--- src/rtl/simplecpu_loader_pkg.sv ---
// Shared constants, types and helpers for the simplecpu Wishbone loader.
package simplecpu_loader_pkg;

  localparam int ADDR_W_DEF = 4;
  localparam int DATA_W_DEF = 8;
  localparam int LANES      = 4;

  // Register offsets inside the 32-byte window
  localparam logic [4:0] OFF_CTRL   = 5'h00;
  localparam logic [4:0] OFF_STATUS = 5'h04;
  localparam logic [4:0] OFF_LOAD   = 5'h08;
  localparam logic [4:0] OFF_PTR    = 5'h0C;
  localparam logic [4:0] OFF_OUT    = 5'h10;

  // Register bit positions
  localparam int CTRL_HOLD_BIT   = 0;
  localparam int STATUS_BUSY_BIT = 0;
  localparam int STATUS_ERR_BIT  = 1;
  localparam int STATUS_PTR_LSB  = 4;

  typedef enum logic {
    ST_IDLE,
    ST_ACK
  } wb_state_t;

  // Index of the lowest enabled byte lane (0 when no lane is enabled)
  function automatic logic [1:0] lowest_lane(input logic [LANES-1:0] mask);
    lowest_lane = 2'd0;
    for (int i = LANES - 1; i >= 0; i--) begin
      if (mask[i]) lowest_lane = 2'(i);
    end
  endfunction

endpackage

--- src/rtl/simplecpu_wb_loader_if.sv ---
// Wishbone slave bus bundle between the management SoC and the loader.
interface simplecpu_wb_loader_if;
  logic        wbs_stb_i;
  logic        wbs_cyc_i;
  logic        wbs_we_i;
  logic [3:0]  wbs_sel_i;
  logic [31:0] wbs_dat_i;
  logic [31:0] wbs_adr_i;
  logic        wbs_ack_o;
  logic [31:0] wbs_dat_o;

  modport master (
    output wbs_stb_i, wbs_cyc_i, wbs_we_i, wbs_sel_i, wbs_dat_i, wbs_adr_i,
    input  wbs_ack_o, wbs_dat_o
  );

  modport slave (
    input  wbs_stb_i, wbs_cyc_i, wbs_we_i, wbs_sel_i, wbs_dat_i, wbs_adr_i,
    output wbs_ack_o, wbs_dat_o
  );
endinterface

--- src/rtl/simplecpu_load_serializer.sv ---
// Turns a latched bus word into one load_ram pulse per enabled byte lane,
// lowest lane first, and owns the auto-incrementing RAM pointer.
module simplecpu_load_serializer
  import simplecpu_loader_pkg::*;
#(
  parameter int ADDR_W = ADDR_W_DEF,
  parameter int DATA_W = DATA_W_DEF
) (
  input  logic                      clk,
  input  logic                      srst,
  input  logic                      load_start,
  input  logic [LANES*DATA_W-1:0]   load_word,
  input  logic [LANES-1:0]          load_sel,
  input  logic                      ptr_wr,
  input  logic [ADDR_W-1:0]         ptr_wdata,
  output logic                      busy,
  output logic [ADDR_W-1:0]         ptr,
  output logic                      load_ram,
  output logic [ADDR_W-1:0]         load_addr,
  output logic [DATA_W-1:0]         load_data
);

  logic [DATA_W-1:0] lane_reg [LANES];
  logic [DATA_W-1:0] src_lane [LANES];
  logic [LANES-1:0]  mask_reg;
  logic [LANES-1:0]  src_mask;
  logic [LANES-1:0]  next_mask;
  logic [1:0]        sel_idx;
  logic              emit;
  logic [ADDR_W-1:0] ptr_reg;
  logic              load_ram_reg;
  logic [ADDR_W-1:0] load_addr_reg;
  logic [DATA_W-1:0] load_data_reg;

  // A fresh word bypasses the lane store so its first byte goes out next cycle
  for (genvar gi = 0; gi < LANES; gi++) begin : g_lane
    assign src_lane[gi] = load_start ? load_word[gi*DATA_W +: DATA_W] : lane_reg[gi];
  end

  // Pick the lowest pending lane; disabled lanes never cost a cycle
  always_comb begin
    src_mask  = load_start ? load_sel : mask_reg;
    emit      = |src_mask;
    sel_idx   = lowest_lane(src_mask);
    next_mask = src_mask & ~(4'b0001 << sel_idx);
  end

  // Lane data store (no reset needed: qualified by the mask)
  always_ff @(posedge clk) begin
    lane_reg <= src_lane;
  end

  // Pending mask, output strobe and pointer
  always_ff @(posedge clk) begin
    if (srst) begin
      mask_reg      <= '0;
      load_ram_reg  <= 1'b0;
      load_addr_reg <= '0;
      load_data_reg <= '0;
      ptr_reg       <= '0;
    end else begin
      mask_reg     <= emit ? next_mask : '0;
      load_ram_reg <= emit;
      if (emit) begin
        load_addr_reg <= ptr_reg;
        load_data_reg <= src_lane[sel_idx];
        ptr_reg       <= ptr_reg + 1'b1;
      end else if (ptr_wr) begin
        ptr_reg <= ptr_wdata;
      end
    end
  end

  // Busy means bytes still wait behind the one currently on the outputs
  assign busy      = |mask_reg;
  assign ptr       = ptr_reg;
  assign load_ram  = load_ram_reg;
  assign load_addr = load_addr_reg;
  assign load_data = load_data_reg;

endmodule

--- src/rtl/simplecpu_wb_loader.sv ---
// Wishbone slave for simplecpu: program RAM loading, CPU reset hold and
// output-port readback.
module simplecpu_wb_loader
  import simplecpu_loader_pkg::*;
#(
  parameter logic [31:0] BASE_ADDR = 32'h3000_0000,
  parameter int          ADDR_W    = ADDR_W_DEF,
  parameter int          DATA_W    = DATA_W_DEF
) (
  input  logic                    wb_clk_i,
  input  logic                    wb_rst_i,
  simplecpu_wb_loader_if.slave    wb,
  input  logic [7:0]              cpu_out_port,
  output logic                    cpu_reset,
  output logic                    load_ram,
  output logic [ADDR_W-1:0]       load_addr,
  output logic [DATA_W-1:0]       load_data
);

  wb_state_t         state_reg, state_next;
  logic              hold_reg, hold_next;
  logic              err_reg, err_next;
  logic              cpu_reset_reg;
  logic [31:0]       dat_reg, dat_next;
  logic [31:0]       rd_data;
  logic [4:0]        offset;
  logic              hit, req, wait_busy, accept, wr;
  logic              load_start, ptr_wr, busy;
  logic [ADDR_W-1:0] ptr;

  assign offset    = wb.wbs_adr_i[4:0];
  assign hit       = (wb.wbs_adr_i[31:5] == BASE_ADDR[31:5]);
  assign req       = wb.wbs_cyc_i & wb.wbs_stb_i;
  // LOAD and PTR writes stall while bytes are pending so addresses stay in order
  assign wait_busy = wb.wbs_we_i && busy && (offset == OFF_LOAD || offset == OFF_PTR);

  // Ack FSM next state plus register write decode
  always_comb begin
    state_next = state_reg;
    accept     = 1'b0;
    case (state_reg)
      ST_IDLE: begin
        if (req && hit && !wait_busy) begin
          accept     = 1'b1;
          state_next = ST_ACK;
        end
      end
      ST_ACK:  state_next = ST_IDLE;
      default: state_next = ST_IDLE;
    endcase

    wr         = accept & wb.wbs_we_i;
    load_start = wr && (offset == OFF_LOAD) && hold_reg && (|wb.wbs_sel_i);
    ptr_wr     = wr && (offset == OFF_PTR);

    hold_next = hold_reg;
    err_next  = err_reg;
    if (wr && offset == OFF_CTRL) begin
      hold_next = wb.wbs_dat_i[CTRL_HOLD_BIT];
      err_next  = 1'b0;
    end
    if (wr && offset == OFF_LOAD && !hold_reg) begin
      err_next = 1'b1;
    end
  end

  // Read data mux; unmapped offsets read as zero
  always_comb begin
    rd_data = '0;
    case (offset)
      OFF_CTRL:   rd_data[CTRL_HOLD_BIT] = hold_reg;
      OFF_STATUS: begin
        rd_data[STATUS_BUSY_BIT]           = busy;
        rd_data[STATUS_ERR_BIT]            = err_reg;
        rd_data[STATUS_PTR_LSB +: ADDR_W]  = ptr;
      end
      OFF_PTR:    rd_data[ADDR_W-1:0]      = ptr;
      OFF_OUT:    rd_data[7:0]             = cpu_out_port;
      default:    rd_data = '0;
    endcase
    dat_next = (accept && !wb.wbs_we_i) ? rd_data : 32'd0;
  end

  // State, control registers and registered bus outputs
  always_ff @(posedge wb_clk_i) begin
    if (wb_rst_i) begin
      state_reg     <= ST_IDLE;
      hold_reg      <= 1'b1;
      err_reg       <= 1'b0;
      dat_reg       <= '0;
      cpu_reset_reg <= 1'b1;
    end else begin
      state_reg     <= state_next;
      hold_reg      <= hold_next;
      err_reg       <= err_next;
      dat_reg       <= dat_next;
      cpu_reset_reg <= hold_reg | busy;
    end
  end

  simplecpu_load_serializer #(
    .ADDR_W (ADDR_W),
    .DATA_W (DATA_W)
  ) u_ser (
    .clk        (wb_clk_i),
    .srst       (wb_rst_i),
    .load_start (load_start),
    .load_word  (wb.wbs_dat_i),
    .load_sel   (wb.wbs_sel_i),
    .ptr_wr     (ptr_wr),
    .ptr_wdata  (wb.wbs_dat_i[ADDR_W-1:0]),
    .busy       (busy),
    .ptr        (ptr),
    .load_ram   (load_ram),
    .load_addr  (load_addr),
    .load_data  (load_data)
  );

  assign wb.wbs_ack_o = (state_reg == ST_ACK);
  assign wb.wbs_dat_o = dat_reg;
  assign cpu_reset    = cpu_reset_reg;

endmodule
--- src/flat_wrapper.sv ---
// flat-port wrapper written by rule: the top's interface ports become plain ports
module simplecpu_wb_loader_flat import simplecpu_loader_pkg::*;
#(
  parameter logic [31:0] BASE_ADDR = 32'h3000_0000,
  parameter int          ADDR_W    = ADDR_W_DEF,
  parameter int          DATA_W    = DATA_W_DEF
)
  (wb_clk_i, wb_rst_i, cpu_out_port, cpu_reset, load_ram, load_addr, load_data, wb_wbs_stb_i, wb_wbs_cyc_i, wb_wbs_we_i, wb_wbs_sel_i, wb_wbs_dat_i, wb_wbs_adr_i, wb_wbs_ack_o, wb_wbs_dat_o);
  simplecpu_wb_loader_if wb_i ();
  input  logic wb_clk_i;
  input  logic wb_rst_i;
  input  logic [7:0] cpu_out_port;
  output logic cpu_reset;
  output logic load_ram;
  output logic [ADDR_W-1:0] load_addr;
  output logic [DATA_W-1:0] load_data;
  input wire logic [$bits(wb_i.wbs_stb_i)-1:0] wb_wbs_stb_i;
  input wire logic [$bits(wb_i.wbs_cyc_i)-1:0] wb_wbs_cyc_i;
  input wire logic [$bits(wb_i.wbs_we_i)-1:0] wb_wbs_we_i;
  input wire logic [$bits(wb_i.wbs_sel_i)-1:0] wb_wbs_sel_i;
  input wire logic [$bits(wb_i.wbs_dat_i)-1:0] wb_wbs_dat_i;
  input wire logic [$bits(wb_i.wbs_adr_i)-1:0] wb_wbs_adr_i;
  output wire logic [$bits(wb_i.wbs_ack_o)-1:0] wb_wbs_ack_o;
  output wire logic [$bits(wb_i.wbs_dat_o)-1:0] wb_wbs_dat_o;
  assign wb_i.wbs_stb_i = wb_wbs_stb_i;
  assign wb_i.wbs_cyc_i = wb_wbs_cyc_i;
  assign wb_i.wbs_we_i = wb_wbs_we_i;
  assign wb_i.wbs_sel_i = wb_wbs_sel_i;
  assign wb_i.wbs_dat_i = wb_wbs_dat_i;
  assign wb_i.wbs_adr_i = wb_wbs_adr_i;
  assign wb_wbs_ack_o = wb_i.wbs_ack_o;
  assign wb_wbs_dat_o = wb_i.wbs_dat_o;
  simplecpu_wb_loader #(.BASE_ADDR(BASE_ADDR), .ADDR_W(ADDR_W), .DATA_W(DATA_W)) u_core (.wb_clk_i(wb_clk_i), .wb_rst_i(wb_rst_i), .wb(wb_i), .cpu_out_port(cpu_out_port), .cpu_reset(cpu_reset), .load_ram(load_ram), .load_addr(load_addr), .load_data(load_data));
endmodule
--- config.mk ---
export PLATFORM = sky130hd
export DESIGN_NAME = simplecpu_wb_loader_flat
export DESIGN_NICKNAME = d
export VERILOG_FILES = /design/src/rtl/simplecpu_loader_pkg.sv /design/src/rtl/simplecpu_wb_loader_if.sv /design/src/rtl/simplecpu_load_serializer.sv /design/src/rtl/simplecpu_wb_loader.sv /design/src/flat_wrapper.sv
export SDC_FILE = /design/constraint.sdc
export NUM_CORES = 1
export LEC_CHECK = 0
export CAP_MARGIN = 20
export CORE_AREA = 2 2 98 100
export CTS_CLUSTER_DIAMETER = 40
export DETAILED_ROUTE_END_ITERATION = 10
export DIE_AREA = 0 0 100 102
export PLACE_DENSITY = 0.66
export SLEW_MARGIN = 25
export SYNTH_ARGS = -nofsm -noshare
export SYNTH_HDL_FRONTEND = slang
export SYNTH_SLANG_ARGS = --single-unit
--- constraint.sdc ---
create_clock -name wb_clk_i -period 3.7 [get_ports wb_clk_i]
set_input_delay 0.925 -clock wb_clk_i [delete_from_list [all_inputs] [get_ports wb_clk_i]]
set_output_delay 0.925 -clock wb_clk_i [all_outputs]
set_load 0.01 [all_outputs]
==> run summary <==
outcome: completed
total iterations of the first detailed-routing run: 4
kind of end point of the critical path: register
Area Overhead vs Synth: 41.1%
clock root buffer master: clkbuf_8
initial antenna violation count: 0
boundary pin count: 128
setup slack after layout: 421 ps
global-route wire length before repair: 12.4 mm
Fin Setup TNS: 0 ps
Crit Path Category: in -> reg
Floorplan Core Area: 9110 sq um
die outline width: 100 um
clock tree from TritonCTS: yes
slowest stage cell, crit path: or3_1
area share of the largest cell type after synthesis: 0.417
starting density of the core: 0.343
most common flop cell mapped by yosys: dfxtp_1
cell area power density: 342 nW/um^2
Port Buffer Count: 103
max-slew violation total from the final report: 0
CTS H-tree lvls: 3
utilization after layout: 0.483
type of the worst min-delay path: reg -> reg
Total Power Consumption: 1.50 mW
area leader, netlist: dfxtp_1
number of library cell types mapped by synthesis: 46
Sw Pwr: 0.375 mW
Critical path buffers and inverters: 1
buffer count from post-CTS setup fixing: 0
total of max-cap violations: 0
CP top delay family: simple AND/OR/NAND/NOR gates
number of nets with antenna violations after routing: 0
hold path startpoint: u_core.u_ser.load_addr[3]$_SDFFE_PP0N_
count of flip-flops with a built-in enable after synthesis: 0
part of the cycle the worst path needs: 0.886
sequential-to-total area share from yosys stat: 0.417
WL/cell: 14.5 um
clk_skew: 12.7 ps
routability congestion estimate from global placement: 0.773
unrepaired setup endpoints after global routing: false
post-layout minimum cycle time: 3280 ps
total vias in the final route: 2783
number of design rule violations left after detail routing: 0
pre-CTS setup slack: 74.5 ps
mean number of vias per cell: 5.08
number of clock sinks: 65
mean cell area of the mapped netlist: 9.60 sq um
largest stage delay on the critical path: 510 ps
most used standard cell by instance count after synthesis: dfxtp_1
transition time at the pin with the least slew margin: 774 ps
number of synthesis warnings: 0
top cells by area in the synthesized netlist: dfxtp_1 (42%), mux2_2 (11%), buf_4 (6.3%), nor2_1 (3.5%), mux2i_1 (3.2%)
Max Fclk: 305 MHz
all-layer global routing usage: 0.156
worst endpoint data arrival time: 3490 ps
Critical Path Source: wb_wbs_adr_i[10]
# fillers: 873
Inserted Clock Buffers: 9
startpoint class of the critical path: input pin
cell breakdown of the critical path: clkdlybuf4s50_1 -> nor4_1 -> nand4_1 -> nor3_2 -> a31oi_1 -> or3_1 -> o221ai_1 -> a311oi_1
Comb pwr share: 0.118
clk_lat worst skew: 340 ps
final instance area: 4400 sq um
number of cells produced by synthesis: 325
Switching Share: 0.249
flop and latch count out of synthesis: 65
register area: 1300 sq um
VDD IR max: 213 uV
final instance count without filler cells: 548
flip-flop count of the largest register, all copies and words added: 32
antenna cells: 0
clock share of power: 0.406
Rows: 35
Iter 0 DRT Violations: 98
hold-fix buffer count after cts: 0
post-detail-place hpwl: 6.01 mm
number of setup violations in the final report: 0
Post-synth top cells: dfxtp_1 (65), mux2_2 (31), nor2_1 (29)
DRT Wirelength: 7.97 mm
hold slack: 455 ps
count of final hold-check violations: 0
tightest slew margin relative to the limit: 0.484
maximum count of clock buffers along a single path: 2
maximum number of pins on one net before global-route repair: 33
net count reported at finish: 514
share of final-layout standard cells stronger than drive strength 1: 0.144
portion of total power attributed to sequential cells: 0.476
Die Area: 10200 sq um
die span in y: 102 um
vias in the first global route: 2589
clock edge transition at the registers on the reported setup and hold paths: 80 ps
proportion of register bits with asynchronous set or reset after synthesis: 0
netlist area before placement: 3120 sq um
CP max FO: 8
required time reported for the critical path endpoint: 3910 ps
number of gates given a new drive strength after cts: 0
area of placed instances: 4200 sq um
internal power summed over all cells: 1.13 mW
startpoint of the most critical register-to-register path: u_core.u_ser.mask_reg[1]$_SDFF_PP0_
LEAKAGE: 1.62 nW
Remaining Overflow, GRT: 0
instance count after placement with tap cells included: 532
multi-input gate area in the final layout: 1630 sq um
## cell families after synthesis
logic type,count (synthesis),synth area share
compound gates,79,0.181
fa+ha+maj,1,0.00401
buf+inv,44,0.0890
flops,65,0.417
mux,43,0.151
other cells,1,0.00120
simple gates,92,0.156
## layer usage
| metal | track usage | routed length [um] |
|---|---|---|
| met1 | 0.190 | 3520 |
| met2 | 0.262 | 3700 |
| met3 | 0.0486 | 648 |
| met4 | 0.0590 | 94 |
| met5 | 0 | 0 |
## power groups by stage
stage | Combinational [mW] | Sequential [mW] | Clock, mW
floorplan | 0.0708 | 0.732 | 0
finish | 0.178 | 0.716 | 0.611
global placement | 0.176 | 0.732 | 0
detailed placement | 0.178 | 0.732 | 0
global route | 0.194 | 0.717 | 0.657
CTS | 0.178 | 0.716 | 0.628
## final timing paths
path / endpoint / slack, ps / cells past startpoint
max: u_core.u_ser.load_data[2]$_SDFFE_PP0N_ / 420 / 8
min: u_core.u_ser.load_addr[3]$_SDFFE_PP0N_ / 460 / 2
max reg2reg: u_core.u_ser.load_data[2]$_SDFFE_PP0N_ / 720 / 7
min reg2reg: u_core.u_ser.load_addr[3]$_SDFFE_PP0N_ / 460 / 2
## cells in the final DEF (no fill, tap or decap), types with 2 or more instances in the layout
| master | count |
|---|---|
| inv_6 | 2 |
| nand4_1 | 3 |
| a21oi_1 | 12 |
| nor4bb_1 | 2 |
| a22o_1 | 8 |
| nor2_1 | 29 |
| dfxtp_1 | 65 |
| conb_1 | 25 |
| nand2b_1 | 2 |
| a311oi_1 | 8 |
| clkinvlp_4 | 2 |
| or3_1 | 2 |
| and3_1 | 5 |
| nor3_1 | 5 |
| nor4_1 | 8 |
| a22oi_1 | 8 |
| clkbuf_8 | 9 |
| a31oi_1 | 3 |
| mux2_1 | 2 |
| inv_1 | 3 |
| clkdlybuf4s50_1 | 103 |
| nand2_1 | 22 |
| o21ai_0 | 19 |
| mux2i_1 | 10 |
| nand3_1 | 2 |
| and2_1 | 2 |
| mux2_2 | 31 |
| buf_4 | 9 |
| o221ai_1 | 8 |
| a21bo_1 | 8 |
## worst register-to-register path, stage by stage, from the launching register on
cell      delay, ps
dfxtp_1         460
or4_4           650
and3_4          230
nor3_2          300
a31oi_1         200
or3_1           510
o221ai_1        350
a311oi_1        150
## area by class of cell
type	instances	share of cell area
inverter	3	0.00256
clock buffer	9	0.0281
timing repair buffer	113	0.254
multi-input combinational	240	0.371
clock inverter	7	0.0173
tap	111	0.0316
sequential	65	0.296
Note: power is estimated with default switching activity, not from simulation.
==> RTL change 1: new RTL, same settings <==
Change the package constant `STATUS_PTR_LSB` from 4 to 8.
--- a/src/rtl/simplecpu_loader_pkg.sv
+++ b/src/rtl/simplecpu_loader_pkg.sv
@@ -17,5 +17,5 @@
   localparam int STATUS_BUSY_BIT = 0;
   localparam int STATUS_ERR_BIT  = 1;
-  localparam int STATUS_PTR_LSB  = 4;
+  localparam int STATUS_PTR_LSB  = 8;
 
   typedef enum logic {
Check against the original RTL: not equivalent (a bounded check fails within 4 cycles, from zero or initial values and one cycle with wb_rst_i high).
==> RTL change 1 against the unedited design <==
Maximum frequency grew 1.9%. Routed wire length increased by 9.2%. Final area increased by 2.8%. Critical path type unchanged. Sequential power increased by 6.0%. Global-route usage up 1.4 points. Final cell count increased by 6.0%. Utilization is 1.4 points higher. Setup slack improved by 0.061 ns. Power rose by 8.8%. Synthesized cell count grew 7.7%. Critical endpoint is now u_core.u_ser.load_data[3]. Register-to-register slack improved by 0.31 ns. Sequential cell count increased by 4. Area after synthesis is 0.72% higher.
==> RTL change 1: results <==
INSERT INTO impl_metrics (metric_group, metric, value, unit) VALUES
('run_status', 'run_status', 'finished, final reports clean', ''),
('timing', 'max_slew_margin', '50.8', '%'),
('detailed_routing', 'routed_via_density', '5.09', ''),
('power', 'vdd.ir_drop.worst', '0.182', 'mV'),
('grt', 'global_route.usage.total', '17.0', '%'),
('yosys', 'yosys-top-cells-area', 'dfxtp_1 44%, nand2_1 7.2%, mux2_2 6.1%', ''),
('cells_and_area', 'final_layout_net_count', '547', ''),
('yosys', 'netlist.area_leader.share', '43.9', '%'),
('clock_network', 'ctsHtreeMaxLevel', '3', ''),
('grt', 'grt_max_degree', '29', ''),
('yosys', 'synth_cell_types', '48', ''),
('cells_and_area', 'post_route_cells_drive_above_1_share', '13.0', '%'),
('power', 'total_leakage_power', '0.00172', 'uW'),
('timing', 'clock_skew', '0.00866', 'ns'),
('critical_path', 'slowest_stage', 'clkdlybuf4s50_1', ''),
('placement', 'detailed_place_hpwl', '6450', 'um'),
('yosys', 'commonest_cells_in_the_synthesized_netlist', '69 x dfxtp_1, 60 x nand2_1, 22 x buf_4, 22 x nor2_1, 18 x a21oi_1', ''),
('detailed_routing', 'route.final.wire_length', '8700', 'um'),
('detailed_routing', 'drt_first_iter_violations', '103', ''),
('placement', 'gp_routability_congestion', '0.802', '');
-- RTL change 1: path summary, 6_finish.rpt --
path / startpoint / slack, ns / to / cells past startpoint
hold / removal: u_core.u_ser.lane_reg[8] / 0.44 / u_core.u_ser.lane_reg[8] / 2
setup / recovery: wb_wbs_adr_i[4] / 0.48 / u_core.u_ser.load_data[3] / 9
hold reg to reg: u_core.u_ser.lane_reg[8] / 0.44 / u_core.u_ser.lane_reg[8] / 2
setup reg to reg: u_core.u_ser.mask_reg[1] / 1.03 / u_core.u_ser.load_data[3] / 8
-- RTL change 1: final cells by class --
class,instances,area [um^2]
clock inverter,5,82.6
timing repair buffer,120,1180
inverter,7,26.3
clock buffer,11,141
multi-input combinational,258,1570
tap,111,139
sequential,69,1380
fill,852,4580
-- RTL change 1: cell families (layout without fill, tap and decap cells) --
kind of cell | Yosys count | after routing | share of synthesized area, %
simple gates | 142 | 142 | 23.2
flops | 69 | 69 | 43.9
mux | 21 | 21 | 7.44
buf+inv | 43 | 143 | 8.36
fa+ha+maj | 1 | 1 | 0.398
compound gates | 73 | 73 | 16.5
other cells | 1 | 21 | 0.119
-- RTL change 1: layer usage --
layer / GRT usage, % / wire (um) / up-vias
met2: 29.0 / 4090 / 137
met5: 0 / 0 / -
met4: 5.06 / 78 / 0
met3: 5.81 / 836 / 9
met1: 20.5 / 3700 / 1374
li1: - / - / 1438
-- RTL change 1: stage by stage --
stage	std cells	worst slack (ns)
5_1_grt	581	0.256
4_1_cts	581	0.467
3_5_place_dp	565	0.126
6_report	581	0.482
3_3_place_gp	565	0.204
2_1_floorplan	370	0.778
-- RTL change 1: report_power, final --
group | internal, uW | leakage, uW | switching, uW
clock | 401 | 0.000114 | 301
sequential | 750 | 0.000558 | 8.19
combinational | 107 | 0.00104 | 68.6
-- RTL change 1: tightest hold or removal path, stage by stage, from the launching register on --
cell     delay (ns)
dfxtp_1        0.31
nand2_1        0.05
nand2_1        0.04
==> RTL change 2: new RTL, same settings <==
Without the edit above. `dat_reg` no longer has a reset.
--- a/src/rtl/simplecpu_wb_loader.sv
+++ b/src/rtl/simplecpu_wb_loader.sv
@@ -88,5 +88,4 @@
       hold_reg      <= 1'b1;
       err_reg       <= 1'b0;
-      dat_reg       <= '0;
       cpu_reset_reg <= 1'b1;
     end else begin
@@ -94,7 +93,10 @@
       hold_reg      <= hold_next;
       err_reg       <= err_next;
-      dat_reg       <= dat_next;
       cpu_reset_reg <= hold_reg | busy;
     end
+  end
+
+  always_ff @(posedge wb_clk_i) begin
+    dat_reg <= dat_next;
   end
 
Behaviour: not the same (a bounded check fails within 4 cycles, from zero or initial values and one cycle with wb_rst_i high).
==> RTL change 2 against the unedited design <==
Maximum frequency grew 2.0%. Routed wire length shrank 2.3%. Sequential power is essentially flat. First-iteration DRC count grew 49%. Area after synthesis shrank 1.2%. Utilization shrank 0.58 points. Power shrank 2.9%. Sequential cell count is the same. Setup slack gained 0.063 ns. Final area shrank 1.2%. Critical path depth is the same. Critical path type unchanged.
==> RTL change 2: results <==
INSERT INTO impl_metrics (metric_group, metric, value, unit) VALUES
('run_status', 'run_status', 'finished, final reports clean', ''),
('grt', 'vias_in_the_first_global_route', '2681', ''),
('detailed_routing', 'wire_per_inst', '14.1', 'um'),
('critical_path', 'slowest_stage', 'or4_4', ''),
('yosys', 'synth-compound-area-share', '20.6', '%'),
('power', 'total_leakage_power', '0.00162', 'uW'),
('grt', 'global_route.usage.total', '15.5', '%'),
('placement', 'detailed_place_hpwl', '6090', 'um'),
('placement', 'gp_routability_congestion', '0.795', ''),
('cells_and_area', 'post_route_cells_drive_above_1_share', '10.9', '%'),
('placement', 'dp.cells', '536', ''),
('cells_and_area', 'final_layout_net_count', '518', ''),
('detailed_routing', 'routed_via_density', '4.93', ''),
('critical_path', 'worst_path_largest_cell_delay', '0.59', 'ns'),
('timing', 'clock_skew', '0.0121', 'ns'),
('grt', 'globalRouteMet1Util', '18.2', '%'),
('grt', 'grt_util_met3', '3.56', '%'),
('grt', 'gr-usage-met2', '27.6', '%'),
('cells_and_area', 'fillers', '883', ''),
('yosys', 'commonest_cells_in_the_synthesized_netlist', '65 x dfxtp_1, 24 x buf_4, 21 x a21oi_1', '');
-- RTL change 2: changes by cell type after synthesis, moves of 9 or more --
| cell | unedited run | this run |
|---|---|---|
| nor2_1 | 29 | 18 |
| mux2_2 | 31 | 19 |
| nand2b_1 | 2 | 19 |
| a21oi_1 | 12 | 21 |
-- RTL change 2: per-layer routing --
layer | vias to the layer above | routed length, um
li1 | 1368 | -
met5 | - | 0
met3 | 17 | 373
met4 | 0 | 167
met1 | 1244 | 3450
met2 | 88 | 3790
-- RTL change 2: final timing paths --
kind	startpoint	endpoint	slack (ns)	depth (start not counted)
max	wb_wbs_adr_i[2]	u_core.u_ser.load_data[6]	0.48	8
min	u_core.u_ser.lane_reg[8]	u_core.u_ser.lane_reg[8]	0.45	2
max reg2reg	u_core.u_ser.mask_reg[2]	u_core.u_ser.load_data[6]	1.07	7
min reg2reg	u_core.u_ser.lane_reg[8]	u_core.u_ser.lane_reg[8]	0.45	2
-- RTL change 2: layout make-up --
cell class                 count  area (um^2)  share of cell area (%)
sequential                    65         1300                    29.9
clock inverter                 3         42.5                   0.978
timing repair buffer         112         1100                    25.3
inverter                       9         33.8                   0.777
clock buffer                  12          135                    3.11
multi-input combinational    239         1600                    36.8
tap                          111          139                    3.19
-- RTL change 2: worst min-delay path, stage by stage (launching register included) --
cell and delay, ns:
dfxtp_1 0.32, nand2_1 0.04, o21ai_0 0.05
-- RTL change 2: through the flow --
stage / worst slack, ns / total power, uW
finish: 0.484 / 1460
global route: 0.316 / 1510
CTS: 0.514 / 1470
detailed placement: 0.152 / 913
global placement: 0.214 / 910
floorplan: 0.793 / 808
-- RTL change 2: cell families (layout without fill, tap and decap cells) --
group                      Yosys count  after routing
and+or+nand+nor                     96             96
AOI/OAI and AO/OA                   91             91
DFF                                 65             65
buffers and inverters               47            136
muxes                               26             26
adders and majority gates            1              1
other                                1             25
-- RTL change 2: power by group through the flow --
stage / Sequential (uW) / Combinational, uW / Clock, uW
floorplan: 733 / 74.4 / 0
global placement: 733 / 177 / 0
detailed placement: 734 / 179 / 0
CTS: 718 / 180 / 573
global route: 718 / 195 / 598
finish: 718 / 180 / 562
